==> src/rtl/sdram_port_arbiter_if.sv <==
// rtl/sdram_port_arbiter_if.sv - requester A/B and SDRAM toggle-handshake bundle for the port arbiter
interface sdram_port_arbiter_if #(
    parameter int A_BITS = 24
);
    logic              a_req;
    logic              a_ack;
    logic              a_we;
    logic [A_BITS-1:0] a_a;
    logic [7:0]        a_d;
    logic [7:0]        a_q;

    logic              b_req;
    logic              b_ack;
    logic              b_we;
    logic [A_BITS-1:0] b_a;
    logic [7:0]        b_d;
    logic [7:0]        b_q;

    logic              ram_req;
    logic              ram_ack;
    logic              ram_we;
    logic [A_BITS-1:0] ram_a;
    logic [7:0]        ram_d;
    logic [7:0]        ram_q;

    modport slave (
        input  a_req, a_we, a_a, a_d,
        output a_ack, a_q,
        input  b_req, b_we, b_a, b_d,
        output b_ack, b_q,
        output ram_req, ram_we, ram_a, ram_d,
        input  ram_ack, ram_q
    );

    modport master (
        output a_req, a_we, a_a, a_d,
        input  a_ack, a_q,
        output b_req, b_we, b_a, b_d,
        input  b_ack, b_q,
        input  ram_req, ram_we, ram_a, ram_d,
        output ram_ack, ram_q
    );
endinterface

==> src/rtl/sdram_port_arbiter.sv <==
// rtl/sdram_port_arbiter.sv - two-requester toggle-handshake arbiter onto one SDRAM byte port
module sdram_port_arbiter #(
    parameter int A_BITS     = 24,
    parameter bit FIXED_PRIO = 1'b0
) (
    input  logic                clk,
    input  logic                reset,
    sdram_port_arbiter_if.slave bus
);
    typedef enum logic [1:0] {SYNC, IDLE, BUSY_A, BUSY_B} state_t;

    state_t            r_state,   w_state_nx;
    logic              r_a_ack,   w_a_ack_nx;
    logic              r_b_ack,   w_b_ack_nx;
    logic [7:0]        r_a_q,     w_a_q_nx;
    logic [7:0]        r_b_q,     w_b_q_nx;
    logic              r_ram_req, w_ram_req_nx;
    logic              r_ram_we,  w_ram_we_nx;
    logic [A_BITS-1:0] r_ram_a,   w_ram_a_nx;
    logic [7:0]        r_ram_d,   w_ram_d_nx;
    logic              r_last_b,  w_last_b_nx;

    logic w_pend_a;
    logic w_pend_b;
    logic w_done;
    logic w_pick_a;

    assign w_pend_a = bus.a_req ^ r_a_ack;
    assign w_pend_b = bus.b_req ^ r_b_ack;
    assign w_done   = (bus.ram_ack == r_ram_req);
    // A wins a tie under fixed priority, or when B was the most recent grant
    assign w_pick_a = w_pend_a && (!w_pend_b || FIXED_PRIO || r_last_b);

    always_ff @(posedge clk or posedge reset) begin
        if (reset) begin
            r_state   <= SYNC;
            r_a_ack   <= 1'b0;
            r_b_ack   <= 1'b0;
            r_a_q     <= 8'h00;
            r_b_q     <= 8'h00;
            r_ram_req <= 1'b0;
            r_ram_we  <= 1'b0;
            r_ram_a   <= '0;
            r_ram_d   <= 8'h00;
            r_last_b  <= 1'b1;
        end else begin
            r_state   <= w_state_nx;
            r_a_ack   <= w_a_ack_nx;
            r_b_ack   <= w_b_ack_nx;
            r_a_q     <= w_a_q_nx;
            r_b_q     <= w_b_q_nx;
            r_ram_req <= w_ram_req_nx;
            r_ram_we  <= w_ram_we_nx;
            r_ram_a   <= w_ram_a_nx;
            r_ram_d   <= w_ram_d_nx;
            r_last_b  <= w_last_b_nx;
        end
    end

    always_comb begin
        w_state_nx   = r_state;
        w_a_ack_nx   = r_a_ack;
        w_b_ack_nx   = r_b_ack;
        w_a_q_nx     = r_a_q;
        w_b_q_nx     = r_b_q;
        w_ram_req_nx = r_ram_req;
        w_ram_we_nx  = r_ram_we;
        w_ram_a_nx   = r_ram_a;
        w_ram_d_nx   = r_ram_d;
        w_last_b_nx  = r_last_b;

        case (r_state)
            // SDRAM may still be finishing a transaction started before our reset
            SYNC: begin
                if (w_done) begin
                    w_state_nx = IDLE;
                end
            end
            IDLE: begin
                if (w_pick_a) begin
                    w_ram_we_nx  = bus.a_we;
                    w_ram_a_nx   = bus.a_a;
                    w_ram_d_nx   = bus.a_d;
                    w_ram_req_nx = ~r_ram_req;
                    w_last_b_nx  = 1'b0;
                    w_state_nx   = BUSY_A;
                end else if (w_pend_b) begin
                    w_ram_we_nx  = bus.b_we;
                    w_ram_a_nx   = bus.b_a;
                    w_ram_d_nx   = bus.b_d;
                    w_ram_req_nx = ~r_ram_req;
                    w_last_b_nx  = 1'b1;
                    w_state_nx   = BUSY_B;
                end
            end
            BUSY_A: begin
                if (w_done) begin
                    if (!r_ram_we) begin
                        w_a_q_nx = bus.ram_q;
                    end
                    w_a_ack_nx = ~r_a_ack;
                    w_state_nx = IDLE;
                end
            end
            BUSY_B: begin
                if (w_done) begin
                    if (!r_ram_we) begin
                        w_b_q_nx = bus.ram_q;
                    end
                    w_b_ack_nx = ~r_b_ack;
                    w_state_nx = IDLE;
                end
            end
            default: w_state_nx = SYNC;
        endcase
    end

    assign bus.a_ack   = r_a_ack;
    assign bus.b_ack   = r_b_ack;
    assign bus.a_q     = r_a_q;
    assign bus.b_q     = r_b_q;
    assign bus.ram_req = r_ram_req;
    assign bus.ram_we  = r_ram_we;
    assign bus.ram_a   = r_ram_a;
    assign bus.ram_d   = r_ram_d;
endmodule

==> src/flat_wrapper.sv <==
// flat-port wrapper written by rule: the top's interface ports become plain ports
module sdram_port_arbiter_flat 
#(
    parameter int A_BITS     = 24,
    parameter bit FIXED_PRIO = 1'b0
)
  (clk, reset, bus_a_req, bus_a_we, bus_a_a, bus_a_d, bus_a_ack, bus_a_q, bus_b_req, bus_b_we, bus_b_a, bus_b_d, bus_b_ack, bus_b_q, bus_ram_req, bus_ram_we, bus_ram_a, bus_ram_d, bus_ram_ack, bus_ram_q);
  sdram_port_arbiter_if #(.A_BITS(A_BITS)) bus_i ();
  input  logic clk;
  input  logic reset;
  input wire logic [$bits(bus_i.a_req)-1:0] bus_a_req;
  input wire logic [$bits(bus_i.a_we)-1:0] bus_a_we;
  input wire logic [$bits(bus_i.a_a)-1:0] bus_a_a;
  input wire logic [$bits(bus_i.a_d)-1:0] bus_a_d;
  output wire logic [$bits(bus_i.a_ack)-1:0] bus_a_ack;
  output wire logic [$bits(bus_i.a_q)-1:0] bus_a_q;
  input wire logic [$bits(bus_i.b_req)-1:0] bus_b_req;
  input wire logic [$bits(bus_i.b_we)-1:0] bus_b_we;
  input wire logic [$bits(bus_i.b_a)-1:0] bus_b_a;
  input wire logic [$bits(bus_i.b_d)-1:0] bus_b_d;
  output wire logic [$bits(bus_i.b_ack)-1:0] bus_b_ack;
  output wire logic [$bits(bus_i.b_q)-1:0] bus_b_q;
  output wire logic [$bits(bus_i.ram_req)-1:0] bus_ram_req;
  output wire logic [$bits(bus_i.ram_we)-1:0] bus_ram_we;
  output wire logic [$bits(bus_i.ram_a)-1:0] bus_ram_a;
  output wire logic [$bits(bus_i.ram_d)-1:0] bus_ram_d;
  input wire logic [$bits(bus_i.ram_ack)-1:0] bus_ram_ack;
  input wire logic [$bits(bus_i.ram_q)-1:0] bus_ram_q;
  assign bus_i.a_req = bus_a_req;
  assign bus_i.a_we = bus_a_we;
  assign bus_i.a_a = bus_a_a;
  assign bus_i.a_d = bus_a_d;
  assign bus_a_ack = bus_i.a_ack;
  assign bus_a_q = bus_i.a_q;
  assign bus_i.b_req = bus_b_req;
  assign bus_i.b_we = bus_b_we;
  assign bus_i.b_a = bus_b_a;
  assign bus_i.b_d = bus_b_d;
  assign bus_b_ack = bus_i.b_ack;
  assign bus_b_q = bus_i.b_q;
  assign bus_ram_req = bus_i.ram_req;
  assign bus_ram_we = bus_i.ram_we;
  assign bus_ram_a = bus_i.ram_a;
  assign bus_ram_d = bus_i.ram_d;
  assign bus_i.ram_ack = bus_ram_ack;
  assign bus_i.ram_q = bus_ram_q;
  sdram_port_arbiter #(.A_BITS(A_BITS), .FIXED_PRIO(FIXED_PRIO)) u_core (.clk(clk), .reset(reset), .bus(bus_i));
endmodule
==> config.mk <==
export PLATFORM = sky130hd
export DESIGN_NAME = sdram_port_arbiter_flat
export DESIGN_NICKNAME = d
export VERILOG_FILES = /design/src/rtl/sdram_port_arbiter_if.sv /design/src/rtl/sdram_port_arbiter.sv /design/src/flat_wrapper.sv
export SDC_FILE = /design/constraint.sdc
export NUM_CORES = 1
export LEC_CHECK = 0
export CORE_MARGIN = 4
export CORE_UTILIZATION = 39
export CTS_CLUSTER_DIAMETER = 50
export DETAILED_ROUTE_END_ITERATION = 6
export GPL_TIMING_DRIVEN = 0
export PLACE_DENSITY_LB_ADDON = 0.08
export SYNTH_ARGS = -nofsm -noshare
export SYNTH_HDL_FRONTEND = slang
export SYNTH_SLANG_ARGS = --single-unit
==> constraint.sdc <==
create_clock -name clk -period 2 [get_ports clk]
set_input_delay 0.2 -clock clk [delete_from_list [all_inputs] [get_ports clk]]
set_output_delay 0.2 -clock clk [all_outputs]
set_load 0.005 [all_outputs]
==> results.md <==
- # IOs: around 130
- Status: finished clean
- Row cnt: 28
- DP HPWL: 4974 um
- # clock sinks: between 50 and 60
- Hold_buf cts: 0
- CTS resizes: 0
- Setup TNS: 0 ns
- # Max-Cap Violations: 0
- Chip Width: ~87 um
- Area Growth Syn to Fin: 62.52%
- CTS Buffer Depth: 2
- Top_reg_cell synth: dfrtp_1
- Max-slew headroom: roughly 65%
- Clk Latency, worst-skew pair: between 0.3 and 0.4 ns
- Fin Hold WS: approximately 0.24 ns
- Worst path required time: about 2.2 ns
- Setup Fix Bufs, Post-CTS: 0
- GRT Overall Usage: between 10% and 20%
- Critical path's slowest cell: dfrtp_1
- Min cycle time layout: about 1.7 ns
- Antenna Nets Post-Route: 0
- Root buf cell: clkbuf_8
- Largest net degree at the start of global routing: 33
- Largest area contributor in the netlist: dfrtp_1
- Number of diodes: 0
- Vias in the first global route: ~2.2k
- Final Cell Area: roughly 4000 um2
- Setup CP Type: reg -> reg
- Layout cells sized above 1: approximately an eighth
- Drt wl/cell: 14.28 um
- Gr ovfl total: 0
- Vias: 2146
- Post-route DRC: 0
- Final Wtd Congestion: around 0.74
- Type of the worst min-delay path: in -> async
- Initial Util: between 40 and 50%
- Post-synthesis cell count: ~240
- Register area share after synthesis: ~56%
- Number of non-filler instances in the completed layout: around 450
- Vias/cell: about 4.7
- First-pass GRT wire length: between 10000 and 15000 um
- FMAX: ~580 MHz
- Distinct cells, synth: 25
- Final Hold Vio Count: 0
- Cell Area, Synth: between 2000 and 2500 um2
- Synth top area cells: dfrtp_1, nand2_1, a31oi_1
- Final WL: roughly 6500 um
- Yosys reg bits: 55
- Crit end category: register
- CTS tree: done
- Crit-path max FO: 8
- Post-synth EDFFs: 0
- IO buf count: 130
- Leak: 0.001701 uW
- Top-count cell post-synth: nand2_1
- Die area: between 7000 and 8000 um2
- Initial antenna violation count: 0
- Initial DRT Pass Iterations: 4
- Power Total: 6158 uW
- Die height: about 87 um
- Max incr delay on CP: roughly 0.44 ns
- Worst EP arrival: 1.93 ns
- Worst-path clk slew: roughly 0.11 ns
- Ys Warns: 0
- Post-synth top cells: nand2_1, dfrtp_1, nor2_1
- Setup violators final: 0
- Synth Area per Inst: about 10 um2
- Async SR Flop Fraction: 100.0%
- Layout Skew: 0.01275 ns
- Placed cells: between 400 and 500
- Initial drt markers: 55
- H-tree depth: 2
- CP cell instances: xnor2_2, nand2_1, nor3_4, mux2_2
- Post-Syn Nets: between 300 and 400
- Post-synth top area share: roughly 55%
- Least-Margin Pin Slew: 0.5287 ns
- Highest ir drop seen on vdd: roughly 0.00075 V
- RSZ-0062 raised after global routing: false
- Core Area: around 6000 um2
- Placed Instance Area: between 3000 and 4000 um2
- Startpoint class of the critical path: register
- Inserted Clock Buffers: 5
- Max Slew Vio Count: 0
- # nets final: approximately 460
- Register-to-register setup slack: roughly 0.27 ns
- PwrDens: between 1500 and 2000 nW/um2
- Fin crit share: a little under nine tenths
-- cells in the final DEF (no fill, tap or decap), drive strengths merged, types with 2 or more instances in the layout --
cell / instances
xnor2: 4
nor2: 34
nand2: 67
o22a: 2
clkbuf: 6
xor2: 2
mux2: 16
inv: 2
buf: 15
clkinv: 2
clkdlybuf4s50: 130
a31oi: 33
dfrtp: 54
o21bai: 2
-- through the flow --
| stage | worst slack (ns) | utilization (%) |
|---|---|---|
| 2_1_floorplan | 0.4587 | - |
| 3_3_place_gp | -0.6415 | 64.08 |
| 3_5_place_dp | 0.04766 | 64.41 |
| 4_1_cts | 0.2342 | 66.29 |
| 5_1_grt | 0.1329 | 66.29 |
| 6_report | 0.2721 | 66.29 |
-- worst paths after layout --
| check | start | endpoint | depth (start not counted) |
|---|---|---|---|
| setup reg to reg | u_core.bus.ram_req$_DFFE_PP0P_ | u_core.bus.a_q[7]$_DFFE_PP0P_ | 4 |
| hold reg to reg | u_core.bus.a_q[2]$_DFFE_PP0P_ | u_core.bus.a_q[2]$_DFFE_PP0P_ | 1 |
| setup / recovery | u_core.bus.ram_req$_DFFE_PP0P_ | u_core.bus.a_q[7]$_DFFE_PP0P_ | 4 |
| max in group asynchronous | reset | u_core.r_last_b$_DFFE_PP1P_ | 3 |
| hold / removal | reset | u_core.bus.ram_a[5]$_DFFE_PP0P_ | 2 |
| min in group clk | bus_b_a[7] | u_core.bus.ram_a[7]$_DFFE_PP0P_ | 3 |
-- logic make-up after synthesis --
kind of cell	Yosys count	share of synthesized area, %
flip-flops	55	56.38
XOR/XNOR	6	2.765
buffers and inverters	17	4.096
AND/OR/NAND/NOR	105	17.10
multiplexers	16	8.602
AO/OA/AOI/OAI	39	11.06
-- flip-flops by register name, indices dropped and copies added (netlist names) --
name,count
u_core.bus.ram_a,24
u_core.bus.a_q,8
u_core.bus.b_q,8
u_core.bus.ram_d,8
u_core.r_state,2
u_core.bus.a_ack,1
u_core.bus.b_ack,1
u_core.bus.ram_req,1
u_core.bus.ram_we,1
u_core.r_last_b,1
-- power by group --
| group | switching, uW | internal (uW) |
|---|---|---|
| combinational | 1450 | 1910 |
| sequential | 347 | 1700 |
| clock | 378 | 374 |
-- metal layers --
layer	part of all wire, %	track usage, %	vias to the layer above
met4	1.1	4.603	0
met3	11	7.001	5
li1	-	-	1066
met2	49	30.09	73
met1	39	21.01	1002
met5	0	0	-
-- critical path, delay by kind of cell, from the launching register on --
kind	cells	cell delay, ns
mux	1	0.39
xor+xnor	1	0.28
simple gates	2	0.52
flops	1	0.44
-- area by class of cell --
type	instances	area, um2
tap	75	93.84
inverter	2	7.507
sequential	55	1378
timing repair buffer	131	1321
buffer	15	92.59
clock buffer	5	68.82
clock inverter	3	43.79
fill	511	2019
multi-input combinational	166	965.9
No activity file was read; power rests on OpenSTA's default activity.
